<file path="src/rtl/frame_scanout.sv">
// Framebuffer read-out engine: sweeps a 320x240 frame, issues one SRAM read per pixel
// and re-times the fixed-latency returns into a credit-limited valid/ready pixel stream.
module frame_scanout #(
    parameter int unsigned PIXEL_W    = 16,
    parameter int unsigned RD_LATENCY = 2,
    parameter int unsigned FIFO_DEPTH = 4
) (
    input  logic               clk,
    input  logic               n_rst,
    input  logic               scan_start,
    output logic               scan_busy,
    output logic               scan_done,
    output logic               rd_en,
    output logic [8:0]         rd_x,
    output logic [7:0]         rd_y,
    input  logic [PIXEL_W-1:0] rd_data,
    output logic               px_valid,
    input  logic               px_ready,
    output logic [PIXEL_W-1:0] px_data,
    output logic               px_sof,
    output logic               px_eol
);

    localparam int unsigned CW = $clog2(FIFO_DEPTH) + 1;
    localparam int unsigned PW = (FIFO_DEPTH > 1) ? $clog2(FIFO_DEPTH) : 1;
    localparam logic [8:0]  X_LAST = 9'd319;
    localparam logic [7:0]  Y_LAST = 8'd239;

    typedef enum logic [1:0] {
        IDLE,
        READ,
        DRAIN
    } state_t;

    state_t          state;
    state_t          state_nxt;
    logic [8:0]      x_q;
    logic [7:0]      y_q;
    logic [CW-1:0]   credits;
    logic            done_q;
    logic            done_nxt;
    logic            pop;
    logic            push;

    logic [RD_LATENCY-1:0] tag_vld;
    logic [RD_LATENCY-1:0] tag_sof;
    logic [RD_LATENCY-1:0] tag_eol;

    logic [PIXEL_W+1:0] mem [FIFO_DEPTH];
    logic [PW-1:0]      wr_ptr;
    logic [PW-1:0]      rd_ptr;
    logic [CW-1:0]      count;
    logic [PIXEL_W+1:0] head;

    // ---------------------------------------------------------------- FSM
    always_ff @(posedge clk or negedge n_rst) begin
        if (!n_rst) begin
            state  <= IDLE;
            done_q <= 1'b0;
        end else begin
            state  <= state_nxt;
            done_q <= done_nxt;
        end
    end

    // A start arriving in the scan_done cycle is dropped so back-to-back frames are spaced.
    always_comb begin
        state_nxt = state;
        done_nxt  = 1'b0;
        rd_en     = 1'b0;
        case (state)
            IDLE: begin
                if (scan_start && !done_q) begin
                    state_nxt = READ;
                end
            end
            READ: begin
                if (credits < CW'(FIFO_DEPTH)) begin
                    rd_en = 1'b1;
                    if (x_q == X_LAST && y_q == Y_LAST) begin
                        state_nxt = DRAIN;
                    end
                end
            end
            DRAIN: begin
                if (credits == CW'(1) && pop) begin
                    state_nxt = IDLE;
                    done_nxt  = 1'b1;
                end
            end
            default: state_nxt = IDLE;
        endcase
    end

    assign scan_busy = (state != IDLE);
    assign scan_done = done_q;

    // ---------------------------------------------------------- coordinates
    always_ff @(posedge clk or negedge n_rst) begin
        if (!n_rst) begin
            x_q <= '0;
            y_q <= '0;
        end else if (state == IDLE) begin
            x_q <= '0;
            y_q <= '0;
        end else if (rd_en) begin
            if (x_q == X_LAST) begin
                x_q <= '0;
                y_q <= (y_q == Y_LAST) ? '0 : y_q + 8'd1;
            end else begin
                x_q <= x_q + 9'd1;
            end
        end
    end

    assign rd_x = x_q;
    assign rd_y = y_q;

    // -------------------------------------------------------------- credits
    // Credits count reads in flight plus FIFO occupancy, so every return has a slot.
    always_ff @(posedge clk or negedge n_rst) begin
        if (!n_rst) begin
            credits <= '0;
        end else begin
            case ({rd_en, pop})
                2'b10:   credits <= credits + CW'(1);
                2'b01:   credits <= credits - CW'(1);
                default: credits <= credits;
            endcase
        end
    end

    // ----------------------------------------------------------- return tags
    always_ff @(posedge clk or negedge n_rst) begin
        if (!n_rst) begin
            tag_vld <= '0;
            tag_sof <= '0;
            tag_eol <= '0;
        end else begin
            tag_vld[0] <= rd_en;
            tag_sof[0] <= rd_en && (x_q == '0) && (y_q == '0);
            tag_eol[0] <= rd_en && (x_q == X_LAST);
            for (int unsigned i = 1; i < RD_LATENCY; i++) begin
                tag_vld[i] <= tag_vld[i-1];
                tag_sof[i] <= tag_sof[i-1];
                tag_eol[i] <= tag_eol[i-1];
            end
        end
    end

    assign push = tag_vld[RD_LATENCY-1];

    // ----------------------------------------------------------------- FIFO
    always_ff @(posedge clk) begin
        if (push) begin
            mem[wr_ptr] <= {tag_sof[RD_LATENCY-1], tag_eol[RD_LATENCY-1], rd_data};
        end
    end

    always_ff @(posedge clk or negedge n_rst) begin
        if (!n_rst) begin
            wr_ptr <= '0;
            rd_ptr <= '0;
            count  <= '0;
        end else begin
            if (push) begin
                wr_ptr <= (wr_ptr == PW'(FIFO_DEPTH - 1)) ? '0 : wr_ptr + PW'(1);
            end
            if (pop) begin
                rd_ptr <= (rd_ptr == PW'(FIFO_DEPTH - 1)) ? '0 : rd_ptr + PW'(1);
            end
            case ({push, pop})
                2'b10:   count <= count + CW'(1);
                2'b01:   count <= count - CW'(1);
                default: count <= count;
            endcase
        end
    end

    assign head     = mem[rd_ptr];
    assign px_valid = (count != '0);
    assign pop      = px_valid && px_ready;
    // Head is gated so the unreset storage never shows on the outputs.
    assign px_data  = px_valid ? head[PIXEL_W-1:0] : '0;
    assign px_sof   = px_valid && head[PIXEL_W+1];
    assign px_eol   = px_valid && head[PIXEL_W];

endmodule

</file>
<file path="config.mk">
export PLATFORM = sky130hd
export DESIGN_NAME = frame_scanout
export DESIGN_NICKNAME = d
export VERILOG_FILES = /design/src/rtl/frame_scanout.sv
export SDC_FILE = /design/constraint.sdc
export NUM_CORES = 1
export LEC_CHECK = 0
export ABC_AREA = 1
export BUFFER_PORTS_ARGS = -buffer_cell sky130_fd_sc_hd__buf_2
export CAP_MARGIN = 20
export CORE_MARGIN = 8
export CORE_UTILIZATION = 40
export DETAILED_ROUTE_END_ITERATION = 8
export PLACE_DENSITY = 0.6
export SLEW_MARGIN = 20
export SYNTH_ARGS = -nofsm -noshare
export SYNTH_HDL_FRONTEND = slang
export SYNTH_SLANG_ARGS = --single-unit
</file>
<file path="constraint.sdc">
create_clock -name clk -period 4.8 [get_ports clk]
set_input_delay 0.96 -clock clk [delete_from_list [all_inputs] [get_ports clk]]
set_output_delay 0.96 -clock clk [all_outputs]
set_load 0.01 [all_outputs]
</file>
Yosys cells after proc, flatten, opt, wreduce, memory -nomap -nowiden
Memory sizes are Yosys's and may differ from the RTL's.
Index checks and enable logic that the tools add are counted.
{"block": "classes", "add_sub_neg": 8, "n_lt_le_gt_ge": 1, "n_mux": 23, "eq_ne": 15, "reduce_logical": 21}
{"cell": "2-to-1 mux 8 bit", "count": 4}
{"cell": "2-to-1 mux 9 bit", "count": 3}
{"cell": "2-to-1 mux 16 bit", "count": 1}
{"cell": "2-to-1 mux 2 bit", "count": 6}
{"cell": "case mux 3 bit (2 select lines)", "count": 2}
{"cell": "== test 2 bit, second input constant", "count": 5}
{"cell": "nonzero test 2 bit", "count": 5}
{"cell": "adder 9 x 1 -> 9 bit, second input constant", "count": 1}
{"cell": "== test 9 bit, second input constant", "count": 1}
{"cell": "logical AND 1 bit", "count": 9}
{"cell": "zero test 9 bit", "count": 1}
{"cell": "adder 8 x 1 -> 8 bit, second input constant", "count": 1}
{"cell": "== test 8 bit, second input constant", "count": 1}
{"cell": "zero test 8 bit", "count": 1}
{"cell": "!= test 2 bit, second input constant", "count": 4}
{"cell": "adder 3 x 1 -> 3 bit, second input constant", "count": 2}
{"cell": "== test 2 x 1 -> 1 bit, second input constant", "count": 3}
{"cell": "2-to-1 mux 1 bit", "count": 6}
{"cell": "case mux 2 bit (3 select lines)", "count": 1}
{"cell": "subtractor 3 x 1 -> 3 bit, second input constant", "count": 2}
{"cell": "adder 2 x 1 -> 2 bit, second input constant", "count": 2}
{"cell": "AND reduction 4 bit", "count": 1}
{"cell": "== test 3 x 1 -> 1 bit, second input constant", "count": 1}
{"cell": "< comparator 3 bit, second input constant", "count": 1}
{"cell": "other kinds (4)", "count": 4}
{"block": "totals", "out_inout_bits": 39, "elab_cells": 80, "input_bits": 20, "ff_bits": 36, "mem_bits_rw": 72, "memories": 1}
{"memory": "mem", "depth": 4, "word_bits": 18, "rd": 1, "rd_clocked_by_memory_dff": 0, "wr": 1, "line": "49", "source": "logic [PIXEL_W+1:0] mem [FIFO_DEPTH];"}

Logic depth before layout (Yosys ltp)
{"block": "logic_depth", "ltp_word": 5, "ltp_mapped": 10, "depth_no_buf": 10}

Worst setup path before layout
No wires, ideal clock.
{"block": "synth_timing", "path_kind": "reg2out", "start": "register rd_ptr[0]", "end": "output port px_data[6]", "path_stages_with_launch": 7, "n_path_buf": 2, "required_ps": 3840, "arrival_time_ps": 1258, "slack_ps": 2582, "path_cell_list": "dfrtp_1 > buf_2 > buf_1 > nor2_1 > nor2_1 > o21ai_0 > a21oi_1"}
{"block": "synth_between", "elab_chain_len": 2}
{"item": "from (decl)", "line": "51", "source": "logic [PW-1:0] rd_ptr;"}
{"item": "from (signal assigned)", "line": "170", "source": "rd_ptr <= (rd_ptr == PW'(FIFO_DEPTH - 1)) ? '0 : rd_ptr + PW'(1);"}
{"item": "memory read (4 x 18 bit)"}
{"item": "2-to-1 mux 16 bit", "line": "184", "source": "assign px_data = px_valid ? head[PIXEL_W-1:0] : '0;"}
{"item": "to (decl)", "line": "19", "source": "output logic [PIXEL_W-1:0] px_data,"}
No other way between the ends.

Worst setup path in the final report
{"block": "layout_timing", "start": "register rd_ptr[1]", "end": "output port px_eol"}
{"block": "layout_between", "elab_chain_len": 2}
{"item": "memory read (4 x 18 bit)"}
{"item": "logical AND 1 bit", "line": "186", "source": "assign px_eol = px_valid && head[PIXEL_W];"}
{"item": "to (decl)", "line": "21", "source": "output logic px_eol"}
No other way between the ends.

==> flow_summary.json <==
{
  "status": "finished clean",
  "routed_wl_um": 9880,
  "fp.dieW_um": 126,
  "numCtsBuffers": 9,
  "end_kind": "output port",
  "yosysWarnings": 0,
  "globalRouteOverflowTotal": 0,
  "pre_cts_ws_ns": 1.56,
  "rsz0062_at_grt": "false",
  "layout.nets": 555,
  "worst_hold_startpoint": "tag_vld[0]",
  "slew_viol_final": 0,
  "grt_pass1_wl_um": 16300,
  "hold_end": "tag_vld[1]",
  "p_per_area_mw_per_mm2": 593,
  "internal_power_uw": 2040,
  "ir_worst_vdd_mv": 0.235,
  "ys_top_cells_by_area": "edfxtp_1 (45%), dfrtp_1 (19%), nor2_1 (7.2%)",
  "holdPathStages": 0,
  "arrival_ns": 2.60,
  "crit_path_max_fanout": 20,
  "placed_cell_area_sq_mm": 0.00525,
  "async_flop_share_pct": 33.3,
  "ys_types": 33,
  "power_frac_clock_pct": 21.7,
  "synth_area_sq_mm": 0.00484,
  "final_core_util_pct": 46.5,
  "finalWorstSetupSlack_ns": 1.24,
  "synth-seq-area-share_pct": 63.3,
  "io_buffers": 58,
  "leakage_uw": 0.00238,
  "fin_skew_ns": 0.00706,
  "fin_tns_setup_ns": 0,
  "seqPwrFrac_pct": 43.6,
  "synth_edf_count": 72,
  "clockBufferDepth": 2,
  "drt_first_pass_iters": 4,
  "gp_congestion": 0.822,
  "reg2reg_depth": 2,
  "hp-class": "reg -> reg",
  "r2r_slack_ns": 2.77,
  "antenna_found_initial": 0,
  "ctsHoldBuffers": 0,
  "synth_compound_area_share_pct": 8.33,
  "swShare_pct": 37.9,
  "synth_common_cells": "nor2_1 (93), edfxtp_1 (72), nand2_1 (61)",
  "fin_area_sq_mm": 0.00554,
  "viasPerCell": 4.89,
  "dpl.cell_count": 656,
  "vias": 3289,
  "worstPathRequired_ns": 3.84,
  "fin_cells": 672,
  "muxShareOfSynthArea_pct": 0,
  "synth-adder-area-share_pct": 4.03,
  "worstMarginPinSlew_ns": 0.833,
  "clkLatencyLatePin_ns": 0.34,
  "htree_levels": 3,
  "cts_root_buf": "clkbuf_16",
  "period_needed_ns": 3.56,
  "start_util_pct": 40.6,
  "drtAntennaViolNets": 0,
  "die_h_um": 126,
  "syn_inst": 464,
  "cts_tree": "yes",
  "syn_to_final_growth_pct": 14.5,
  "drive_above_1_share_pct": 17.0,
  "wire_per_inst_um": 14.7,
  "switchingPower_uw": 1240,
  "max_freq_mhz": 281,
  "ys_ff_latch": 108,
  "grt_start_max_net_pins": 38,
  "synth_top_area_share_pct": 44.7,
  "r2r_start": "rd_ptr[1]",
  "maxCapViolCount": 0,
  "synthSimpleGateAreaFrac_pct": 18.0,
  "first_global_vias": 3262,
  "comb_power_share_pct": 34.7,
  "synth_top_family_by_area": "simple AND/OR/NAND/NOR gates",
  "postCtsSetupBuffers": 0,
  "synthFlopType": "edfxtp_1",
  "synth.most_common_cell": "nor2_1",
  "finalCritPeriodShare_pct": 74.2,
  "critPathLaunchType": "flop",
  "synth_fp_nets": 499,
  "syn_avg_cell_area_sq_um": 10.4,
  "grt_usage_pct": 12.7,
  "slew_headroom_pct": 44.4,
  "worstReg2RegEnd": "rd_ptr[1]",
  "core_area_sq_mm": 0.0119,
  "drt_iter0_markers": 242,
  "dp_hpwl_um": 6510,
  "pin_count": 59,
  "worstSetupPathType": "reg -> out",
  "rows": 40,
  "cts_sinks": 108,
  "die_area_sq_mm": 0.0159,
  "nFillCells": 1086,
  "yosys.area.top_type": "edfxtp_1",
  "drcViolationCount": 0,
  "insertedDiodeCount": 0,
  "synth-xor-area-share_pct": 1.45,
  "cts_resized": 0,
  "finalHoldViolCount": 0,
  "clk_pin_slew_worst_paths_ns": 0.07,
  "setup_viol": 0
}
-- worst max-delay path by stage --
stage                    from     endpoint  slack, ns  cells after the start
detailed placement  rd_ptr[1]       px_eol       1.56                      5
global route        rd_ptr[1]  px_data[15]       0.94                      5
CTS                 rd_ptr[1]       px_eol       1.19                      5
global placement    rd_ptr[1]       px_eol       1.64                      5
finish              rd_ptr[1]       px_eol       1.24                      5
floorplan           rd_ptr[0]   px_data[6]       2.58                      6
-- metrics by stage --
stage	total power (uW)	hold slack (ns)
3_5_place_dp	2610	0.339
3_3_place_gp	2590	0.332
2_1_floorplan	2210	0.331
5_1_grt	3540	0.351
4_1_cts	3330	0.353
6_report	3290	0.347
-- cells by family after synthesis --
group / Yosys count
AO/OA/AOI/OAI: 78
XOR/XNOR: 8
AND/OR/NAND/NOR: 198
buffers and inverters: 57
adder cells (fa/ha/maj): 15
flip-flops: 108
-- registers in the layout, summed over array words and instances, names as in the netlist --
register   cells
count          3
credits        3
mem           72
rd_ptr         2
rd_x           9
rd_y           8
scan_done      1
state          2
tag_eol        2
tag_sof        2
tag_vld        2
wr_ptr         2
-- placed cells by master (no fill, tap or decap), drive strengths merged --
cell and instances:
xnor2 4, nor2 98, a21oi 22, nand3 20, nand3b 1, inv 46, o21ai 55, nand2 64
nor4 2, nand4 8, edfxtp 72, clkbuf 10, clkinv 2, and3 1, clkinvlp 1, buf 59
xor2 4, dfrtp 36, a31oi 1, ha 14, fa 1, nor3 4
-- power by group through the flow --
| stage | clock [uW] | sequential, uW | combinational (uW) |
|---|---|---|---|
| 2_1_floorplan | 0 | 1380 | 826 |
| 4_1_cts | 733 | 1430 | 1160 |
| 3_5_place_dp | 0 | 1450 | 1160 |
| 5_1_grt | 767 | 1470 | 1310 |
| 3_3_place_gp | 0 | 1450 | 1140 |
| 6_report | 714 | 1430 | 1140 |
-- area by class of cell --
class / instances / area, sq um / share of cell area (%)
multi-input cells: 299 / 1540 / 27.8
clock inverters: 6 / 56.3 / 1.02
repair buffers: 59 / 298 / 5.38
inverters: 43 / 171 / 3.09
clock buffers: 10 / 229 / 4.13
flip-flops and latches: 108 / 3060 / 55.3
well taps: 147 / 184 / 3.32
-- metal layers --
layer  up-vias  track usage [%]  wire length, um
li1       1670                -                -
met1      1552             16.3             4660
met2        59             20.8             4730
met3         8             3.00              409
met4         0             3.89               76
met5         -                0                0
-- worst max-delay path, stage by stage (launching register included) --
cell and delay (ns):
dfrtp_1 0.83, clkinv_1 0.73, nor2_1 0.25, o21ai_0 0.10, a21oi_1 0.18, buf_2 0.18
No activity file was read; power rests on OpenSTA's default activity.
